## src/rtl/sa_feeder.sv

```systemverilog
`default_nettype none
`timescale 1ns/1ps
// ============================================================================
// sa_feeder : holds one SA job (data + Q/K/V weights), streams it to the SA
//             core on start, then counts result beats and reports done/err.
// Rev 1.0
// ============================================================================
module sa_feeder #(
   parameter int TIMEOUT = 4096
) (
   input  logic       clk,
   input  logic       rst_n,
   input  logic       ld_en,
   input  logic [1:0] ld_sel,
   input  logic [5:0] ld_addr,
   input  logic [7:0] ld_data,
   input  logic       start,
   input  logic [3:0] start_T,
   output logic       busy,
   output logic       done,
   output logic       err,
   output logic       in_valid,
   output logic [3:0] T,
   output logic [7:0] in_data,
   output logic [7:0] w_Q,
   output logic [7:0] w_K,
   output logic [7:0] w_V,
   input  logic       out_valid
);

   localparam int TW = (TIMEOUT > 1) ? $clog2(TIMEOUT) : 1;
   localparam logic [TW-1:0] C_TMAX = TW'(TIMEOUT - 1);

   localparam logic [1:0] S_IDLE = 2'd0;
   localparam logic [1:0] S_SEND = 2'd1;
   localparam logic [1:0] S_WAIT = 2'd2;
   localparam logic [1:0] S_DONE = 2'd3;

   logic [1:0]    r_state;
   logic [7:0]    r_k;
   logic [6:0]    r_r;
   logic [TW-1:0] r_timer;
   logic [3:0]    r_t;
   logic          r_perr;

   logic [7:0] r_dat [64];
   logic [7:0] r_wq  [64];
   logic [7:0] r_wk  [64];
   logic [7:0] r_wv  [64];

   logic       w_idle;
   logic       w_t_legal;
   logic [7:0] w_kn;
   logic [3:0] w_tn;
   logic [7:0] w_lim;
   logic [5:0] w_idx;
   logic       w_ld_d0;
   logic       w_ld_q0;
   logic [6:0] w_r_inc;
   logic [6:0] w_rlim;
   logic [7:0] w_nxt_data;
   logic [7:0] w_nxt_q;
   logic [7:0] w_nxt_k;
   logic [7:0] w_nxt_v;

   assign w_idle    = (r_state == S_IDLE);
   assign busy      = !w_idle;
   assign w_t_legal = (start_T == 4'd1) || (start_T == 4'd4) || (start_T == 4'd8);

   // Index of the beat to be registered at the next edge: beat 0 on launch.
   assign w_kn    = w_idle ? 8'd0 : (r_k + 8'd1);
   assign w_tn    = w_idle ? start_T : r_t;
   assign w_lim   = {1'b0, w_tn, 3'b000};
   assign w_idx   = w_kn[5:0];
   assign w_r_inc = r_r + 7'd1;
   assign w_rlim  = {r_t, 3'b000};

   // A load landing in the launch cycle must reach beat 0 of the stream.
   assign w_ld_d0 = ld_en && (ld_sel == 2'd0) && (ld_addr == 6'd0);
   assign w_ld_q0 = ld_en && (ld_sel == 2'd1) && (ld_addr == 6'd0);

   always_comb begin
      w_nxt_data = 8'd0;
      w_nxt_q    = 8'd0;
      w_nxt_k    = 8'd0;
      w_nxt_v    = 8'd0;
      if (w_kn < w_lim)
         w_nxt_data = (w_idle && w_ld_d0) ? ld_data : r_dat[w_idx];
      case (w_kn[7:6])
         2'd0:    w_nxt_q = (w_idle && w_ld_q0) ? ld_data : r_wq[w_idx];
         2'd1:    w_nxt_k = r_wk[w_idx];
         2'd2:    w_nxt_v = r_wv[w_idx];
         default: ;
      endcase
   end

   always_ff @(posedge clk or negedge rst_n) begin
      if (!rst_n) begin
         for (int i = 0; i < 64; i++) begin
            r_dat[i] <= 8'd0;
            r_wq[i]  <= 8'd0;
            r_wk[i]  <= 8'd0;
            r_wv[i]  <= 8'd0;
         end
      end else if (w_idle && ld_en) begin
         case (ld_sel)
            2'd0:    r_dat[ld_addr] <= ld_data;
            2'd1:    r_wq[ld_addr]  <= ld_data;
            2'd2:    r_wk[ld_addr]  <= ld_data;
            default: r_wv[ld_addr]  <= ld_data;
         endcase
      end
   end

   always_ff @(posedge clk or negedge rst_n) begin
      if (!rst_n) begin
         r_state  <= S_IDLE;
         r_k      <= 8'd0;
         r_r      <= 7'd0;
         r_timer  <= '0;
         r_t      <= 4'd0;
         r_perr   <= 1'b0;
         done     <= 1'b0;
         err      <= 1'b0;
         in_valid <= 1'b0;
         T        <= 4'd0;
         in_data  <= 8'd0;
         w_Q      <= 8'd0;
         w_K      <= 8'd0;
         w_V      <= 8'd0;
      end else begin
         done <= 1'b0;
         err  <= 1'b0;
         case (r_state)
            S_IDLE: begin
               if (start) begin
                  if (w_t_legal) begin
                     r_t      <= start_T;
                     r_k      <= 8'd0;
                     r_state  <= S_SEND;
                     in_valid <= 1'b1;
                     T        <= start_T;
                     in_data  <= w_nxt_data;
                     w_Q      <= w_nxt_q;
                     w_K      <= w_nxt_k;
                     w_V      <= w_nxt_v;
                  end else begin
                     err <= 1'b1;
                  end
               end
            end
            S_SEND: begin
               if (out_valid)
                  r_perr <= 1'b1;
               T <= 4'd0;
               if (r_k == 8'd191) begin
                  in_valid <= 1'b0;
                  in_data  <= 8'd0;
                  w_Q      <= 8'd0;
                  w_K      <= 8'd0;
                  w_V      <= 8'd0;
                  r_r      <= 7'd0;
                  r_timer  <= '0;
                  r_state  <= S_WAIT;
               end else begin
                  r_k     <= w_kn;
                  in_data <= w_nxt_data;
                  w_Q     <= w_nxt_q;
                  w_K     <= w_nxt_k;
                  w_V     <= w_nxt_v;
               end
            end
            S_WAIT: begin
               r_timer <= r_timer + TW'(1);
               if (out_valid)
                  r_r <= w_r_inc;
               // A final result arriving on the timeout cycle still counts as success.
               if (out_valid && (w_r_inc == w_rlim)) begin
                  r_state <= S_DONE;
                  done    <= 1'b1;
                  err     <= r_perr;
                  r_perr  <= 1'b0;
               end else if (r_timer == C_TMAX) begin
                  r_state <= S_DONE;
                  done    <= 1'b1;
                  err     <= 1'b1;
                  r_perr  <= 1'b0;
               end
            end
            default: begin
               r_state <= S_IDLE;
            end
         endcase
      end
   end

endmodule
`default_nettype wire
```

## config.mk

```make
export PLATFORM = sky130hd
export DESIGN_NAME = sa_feeder
export DESIGN_NICKNAME = d
export VERILOG_FILES = /design/src/rtl/sa_feeder.sv
export SDC_FILE = /design/constraint.sdc
export NUM_CORES = 2
export LEC_CHECK = 0
export BUFFER_PORTS_ARGS = -buffer_cell sky130_fd_sc_hd__buf_2
export CORE_UTILIZATION = 39
export CTS_CLUSTER_DIAMETER = 60
export DETAILED_ROUTE_END_ITERATION = 12
export GPL_TIMING_DRIVEN = 1
export PLACE_DENSITY_LB_ADDON = 0.15
export SYNTH_ARGS = -nofsm -noshare
export SYNTH_HDL_FRONTEND = slang
export SYNTH_SLANG_ARGS = --single-unit
```

## constraint.sdc

```tcl
create_clock -name clk -period 3.8 [get_ports clk]
set_input_delay 0.95 -clock clk [delete_from_list [all_inputs] [get_ports clk]]
set_output_delay 0.95 -clock clk [all_outputs]
set_load 0.05 [all_outputs]
```

Word level (Yosys, flattened, before mapping)
Cells that the tools add are included.

Register bits: 2121. Logic and storage cells: 405. Bits of input ports: 25.

$lt $le $gt $ge: 4. Bitwise logic cells: 3. Eq/ne operators: 19. Add/sub/neg operators: 3. Reductions and logical operators: 31. Multiplexer cells: 75.

Operators with widths (number): 512-bit bitwise mux (4); 8-bit two-way mux (31); 8-bit binary-select mux with 6-bit select (4); 8-bit one-hot mux with 2 select lines (5); 8-bit demux with 6-bit select (1); 12-bit one-hot mux with 2 select lines (1); 7-bit greater-or-equal comparator (second input constant) (2); 7-bit two-way mux (2); 6-bit NOT with 7-bit output (2); 7-bit one-hot mux with 2 select lines (1); 12-bit by 1-bit adder with 12-bit output (second input constant) (1); 12-bit equality test (second input constant) (1); 1-bit two-way mux (12); 12-bit two-way mux (1); 4-bit two-way mux (3); 3-bit AND reduction (4); 4-bit AND reduction (3); 2-bit two-way mux (5); 2-bit != test (second input constant) (5); 2-bit AND reduction (5); 1-bit logical AND (9); 8-bit by 1-bit adder with 8-bit output (second input constant) (1); 8-bit equality test (second input constant) (1); 8-bit by 7-bit < comparator with 1-bit output (1); 20 further kinds (30).

Longest topological paths before layout
Depth after elaboration: 11. Gate-level depth with buffers: 17. Depth with buffers taken out: 12.

Worst setup path after synthesis
Ideal clock, no wire load.

Path type: flip-flop to flip-flop. Start: register r_state[0]. End: register in_data[2]. Period minus slack after synthesis: 3.104 ns. Data required time: 3.718 ns. Arrival: 3.022 ns. Stages on the path, launching flop included: 18. Path slack: 0.696 ns. Library setup time: 0.082 ns. Buffers on the path: 5. Cell sequence: dfrtp_1 -> inv_1 -> ha_1 -> buf_4 -> buf_4 -> nor2b_1 -> mux2i_1 -> inv_1 -> clkbuf_1 -> clkbuf_1 -> ha_1 -> o21ai_0 -> o21bai_1 -> a211oi_1 -> buf_2 -> a21oi_1 -> a41o_1 -> a31oi_1.

Cells in the longest elaborated chain, start to end: 11. Elaborated cells on any way between the ends: 20. Classes of those cells: order compare: 1; eq/ne: 3; mux: 11; bitwise: 1; reduce/logical: 4.

Ends and longest elaborated chain: start: declaration (RTL line 39) `logic [1:0] r_state;`; start signal: assignment (RTL line 117) `r_state <= S_IDLE;`; start signal: assignment (RTL line 140) `r_state <= S_SEND;`; start signal: assignment (RTL line 164) `r_state <= S_WAIT;`; 2-bit zero test (RTL line 66, 134); 8-bit two-way mux (RTL line 71) `assign w_kn = w_idle ? 8'd0 : (r_k + 8'd1);`; 6-bit NOT with 7-bit output (implied by the code) (RTL line 88) `w_nxt_data = (w_idle && w_ld_d0) ? ld_data : r_dat[w_idx];`; 8-bit binary-select mux with 6-bit select (RTL line 88); 8-bit two-way mux (implied by the code) (2 in series) (RTL line 88); 8-bit two-way mux (RTL line 88); 8-bit two-way mux (RTL line 87) `if (w_kn < w_lim)`; 8-bit two-way mux (RTL line 137) `if (w_t_legal) begin`; 8-bit two-way mux (RTL line 136) `if (start) begin`; 8-bit one-hot mux with 2 select lines (RTL line 134) `case (r_state)`; end signal: assignment (RTL line 143) `in_data <= w_nxt_data;`; end signal: assignment (RTL line 167) `in_data <= w_nxt_data;`; end: declaration (RTL line 24) `output logic [7:0] in_data,`.

Parallel ways exist; a longest one is shown, timed or not. The select of a mux whose other input is x is not followed. A chain may end at the register's enable or synchronous reset.

Final worst setup path
Start: register r_k[0]. End: register in_data[3].

Cells in the longest elaborated chain, start to end: 11. Elaborated cells on any way between the ends: 14. Classes of those cells: add/sub: 1; order compare: 1; eq/ne: 1; mux: 10; bitwise: 1.

Ends and longest elaborated chain: start: declaration (RTL line 40) `logic [7:0] r_k;`; start signal: assignment (RTL line 166) `r_k <= w_kn;`; 8-bit by 1-bit adder with 8-bit output (RTL line 71); 8-bit two-way mux (RTL line 71); 6-bit NOT with 7-bit output (implied by the code) (RTL line 88); 8-bit binary-select mux with 6-bit select (RTL line 88); 8-bit two-way mux (implied by the code) (2 in series) (RTL line 88); 8-bit two-way mux (RTL line 88); 8-bit two-way mux (RTL line 87); 8-bit two-way mux (RTL line 137); 8-bit two-way mux (RTL line 136); 8-bit one-hot mux with 2 select lines (*) (RTL line 134).

Mark *: on every way between the ends. The rest lies on a longest branch, timed or not. The select of a mux whose other input is x is not followed.

==> summary.txt <==
Synthesis
  • Combinational family with the most area after synthesis: multiplexers
  • Dominant synthesized flop cell: dfrtp_1
  • Synth cell count leaders: 2121 x dfrtp_1, 2051 x mux2_2, 468 x clkbuf_1
  • Ys Warns: 0
  • Post-synthesis sequential area ratio: 54.7%
  • Post-synth net total: 7155
  • Avg Cell Area, Syn: 13.6 um2
  • Multiplexer share of the synthesized area: 30.3%
  • Cell with the most instances after synthesis: dfrtp_1
  • Compound-gate portion of the synthesized area: 7.65%
  • Post-Synth Simple-Gate Area: 4.64%
  • Xor and xnor area share after synthesis: 0.116%
  • Synth Instances: 7120
  • Share of the synthesized area in the top cell type: 54.7%
  • Netlist Area Pre-Place: 97100 um2
  • Unique masters post-synth: 73
  • Synth top area cells: dfrtp_1 55%, mux2_2 24%, mux4_2 5.8%
  • Post-Synth Adder-Cell Area: 0.129%
  • EDFF count, synth: 0
  • Register bit total from synthesis: 2121
  • Yosys top cell by area: dfrtp_1
  • Post-synth ARST share: 100%

STA
  • Setup violators final: 0
  • Slew Limit Fails: 0
  • Slew margin rel.: 25.9%
  • RSZ-0062 raised after global routing: false
  • Worst Clk Skew: 0.0777 ns
  • Minimum clock period: 3.71 ns
  • Peak Freq: 270 MHz
  • Final TNS setup: 0 ns
  • Crit share post-route: 97.5%
  • Hold Vio Cnt, Final: 0
  • Worst Max-Slew Pin Slew: 1.11 ns

Power
  • Net Sw Frac: 36.1%
  • Combinational share of power: 32.4%
  • Sequential share of power: 34.9%
  • NetSw: 25.4 mW
  • Pwr Total: 70.5 mW
  • Leakage Power: 53.0 nW
  • PD cells: 626 nW/um2
  • Internal: 45.1 mW
  • Clk pwr share: 32.8%
  • VDD IR max: 570 uV

Detailed routing
  • Routed WL per cell: 29.2 um
  • DRC errors left: 0
  • Post-Route WL: 318000 um
  • Routed vias: 64534
  • DR vias/cell: 5.93
  • First drt pass iteration count: 7
  • DRT antenna net count: 0
  • Initial DRC Count: 5394

Global routing
  • Initial antenna violation count: 18
  • First-pass GRT wire length: 472000 um
  • Largest net degree at the start of global routing: 125
  • Vias in the first global route: 66002
  • All-layer global routing usage: 25.3%
  • Total grt overflow: 0

Critical path
  • Crit Path Class: reg2reg
  • Crit path DAT: 4.53 ns
  • Worst Setup End Kind: register
  • Crit path largest cell delay: 0.70 ns
  • Crit path launch type: register
  • Worst Path Required: 4.62 ns
  • WP buf/inv: 3
  • Delay-heaviest family, CP: simple AND/OR/NAND/NOR gates
  • CP max FO: 31
  • Critical Path, Cell by Cell: ha_1, xnor2_4, nor2_4, buf_12, buf_4, nand2_1, and3_1, o21a_1, a2111oi_0, buf_4, nor3_1, nor3_1
  • Worst path slowest cell: a2111oi_0

Finish
  • Register area: 53100 um2
  • Multi-input gate area: 41700 um2
  • Layout area overhead: 16.1%
  • Number of fill cells: 21983
  • Nets: 7393
  • Layout cell share with drive strength beyond 1: 44.4%

Die
  • I/O pins: 65
  • Rows: 182
  • Full die area: 251000 um2
  • Die Y: 501 um
  • Die width: 501 um
  • Core region area: 247000 um2
  • Starting Density: 39.4%

Run
  • Max-Cap Viols: 0

Placement
  • IO buf count: 64
  • Post-DP HPWL: 208000 um
  • GP Congestion: 0.835

Clock network
  • H-Tree Depth: 4
  • CTS sink count: 2121
  • CTS buffer count: 232
  • CTS Buffer Depth: 3
  • Worst-Skew Late Latency: 0.91 ns
  • CTS tree: built
  • Root buf cell: clkbuf_16
  • Clock Pin Slew Worst Setup and Hold Paths: 0.06 ns

Outcome
  • Status: finished, final reports clean

Worst hold path
  • Worst Hold Class: in2reg
## state kept, by name, summed over array words and instances (netlist names), 2 cells and up
signal   count
r_state      2
r_dat      512
r_wk       512
r_t          4
w_Q          8
r_r          7
r_wq       512
w_V          8
T            4
r_timer     12
in_data      8
r_wv       512
r_k          8
w_K          8
## layer usage
layer	wire length, um	vias up	GRT usage (%)
li1	-	27292	-
met1	144000	34978	36.3
met2	146000	1779	39.0
met3	16900	473	3.90
met4	11200	12	8.65
met5	89	-	0
## worst register-to-register path, cell delays in order, from the launching register on
cell and delay (ns):
dfrtp_4 0.48, ha_1 0.28, xnor2_4 0.20, nor2_4 0.44
buf_12 0.31, buf_4 0.34, nand2_1 0.08, and3_1 0.17
o21a_1 0.17, a2111oi_0 0.70, buf_4 0.23, nor3_1 0.04
nor3_1 0.16
## stage by stage
step	instances	area [um2]	setup WS [ns]	hold WS, ns	utilization [%]
after floorplan	7120	97100	0.696	0.442	-
after global placement	10434	105000	0.0602	0.458	42.5
after detailed placement	10434	105000	0.0645	0.463	42.5
after CTS	10868	113000	0.0161	0.266	45.7
after global routing	10874	113000	0.0112	0.329	45.7
final	10881	113000	0.0942	0.338	45.7
## cell type report
class,count,share of cell area [%]
Antenna cell,12,0.0266
Clock buffer,360,6.22
Clock inverter,73,0.797
Inverter,13,0.0499
Multi-Input combinational cell,4380,37.0
Sequential cell,2121,47.1
Tap cell,3312,3.68
Timing Repair Buffer,610,5.17
## power groups by stage
stage          clock, mW  combinational (mW)  sequential [mW]
6_report            23.1                22.8             24.6
5_1_grt             24.5                24.1             24.7
4_1_cts             23.6                22.8             24.6
3_5_place_dp           0                22.7             25.0
3_3_place_gp           0                22.7             24.9
2_1_floorplan          0                12.6             25.0
## cells in the final DEF (no fill, tap or decap), types with 39 or more instances in the layout
cell type	count
a211oi_1	131
a21oi_1	166
a221oi_1	379
a22oi_1	39
buf_12	106
buf_2	55
buf_4	440
clkbuf_1	57
clkbuf_16	233
clkbuf_8	70
clkinv_2	40
dfrtp_1	2120
mux2_2	2050
mux2i_1	58
mux4_2	252
nand2_1	355
nand3_1	93
nor2_1	209
nor3_1	207
o21ai_0	112
## cells by family after synthesis
| kind of cell | count (synthesis) |
|---|---|
| and+or+nand+nor | 993 |
| muxes | 2363 |
| xor gates and xnor gates | 12 |
| adders and majority gates | 10 |
| AOI/OAI and AO/OA | 1001 |
| buffers and inverters | 620 |
| DFF | 2121 |
## what timing repair did
item	CTS	global route
setup endpoints to repair	0	3
buffers inserted	0	0
hold buffers	1	0
endpoints found under the hold margin	30	0
gates resized for setup	0	5
## path summary, 6_finish.rpt
path	start	cells after the start	to	slack, ns
worst max-delay path	r_k[0]	12	in_data[3]	0.09
worst min-delay path	start_T[3]	2	T[3]	0.34
worst max register to register	r_k[0]	12	in_data[3]	0.09
worst min register to register	r_dat[507]	2	r_dat[507]	0.48
max in group asynchronous	rst_n	5	r_wq[93]	1.95
min in group asynchronous	rst_n	2	r_wv[8]	0.58
Note: power is estimated with default switching activity, not from simulation.
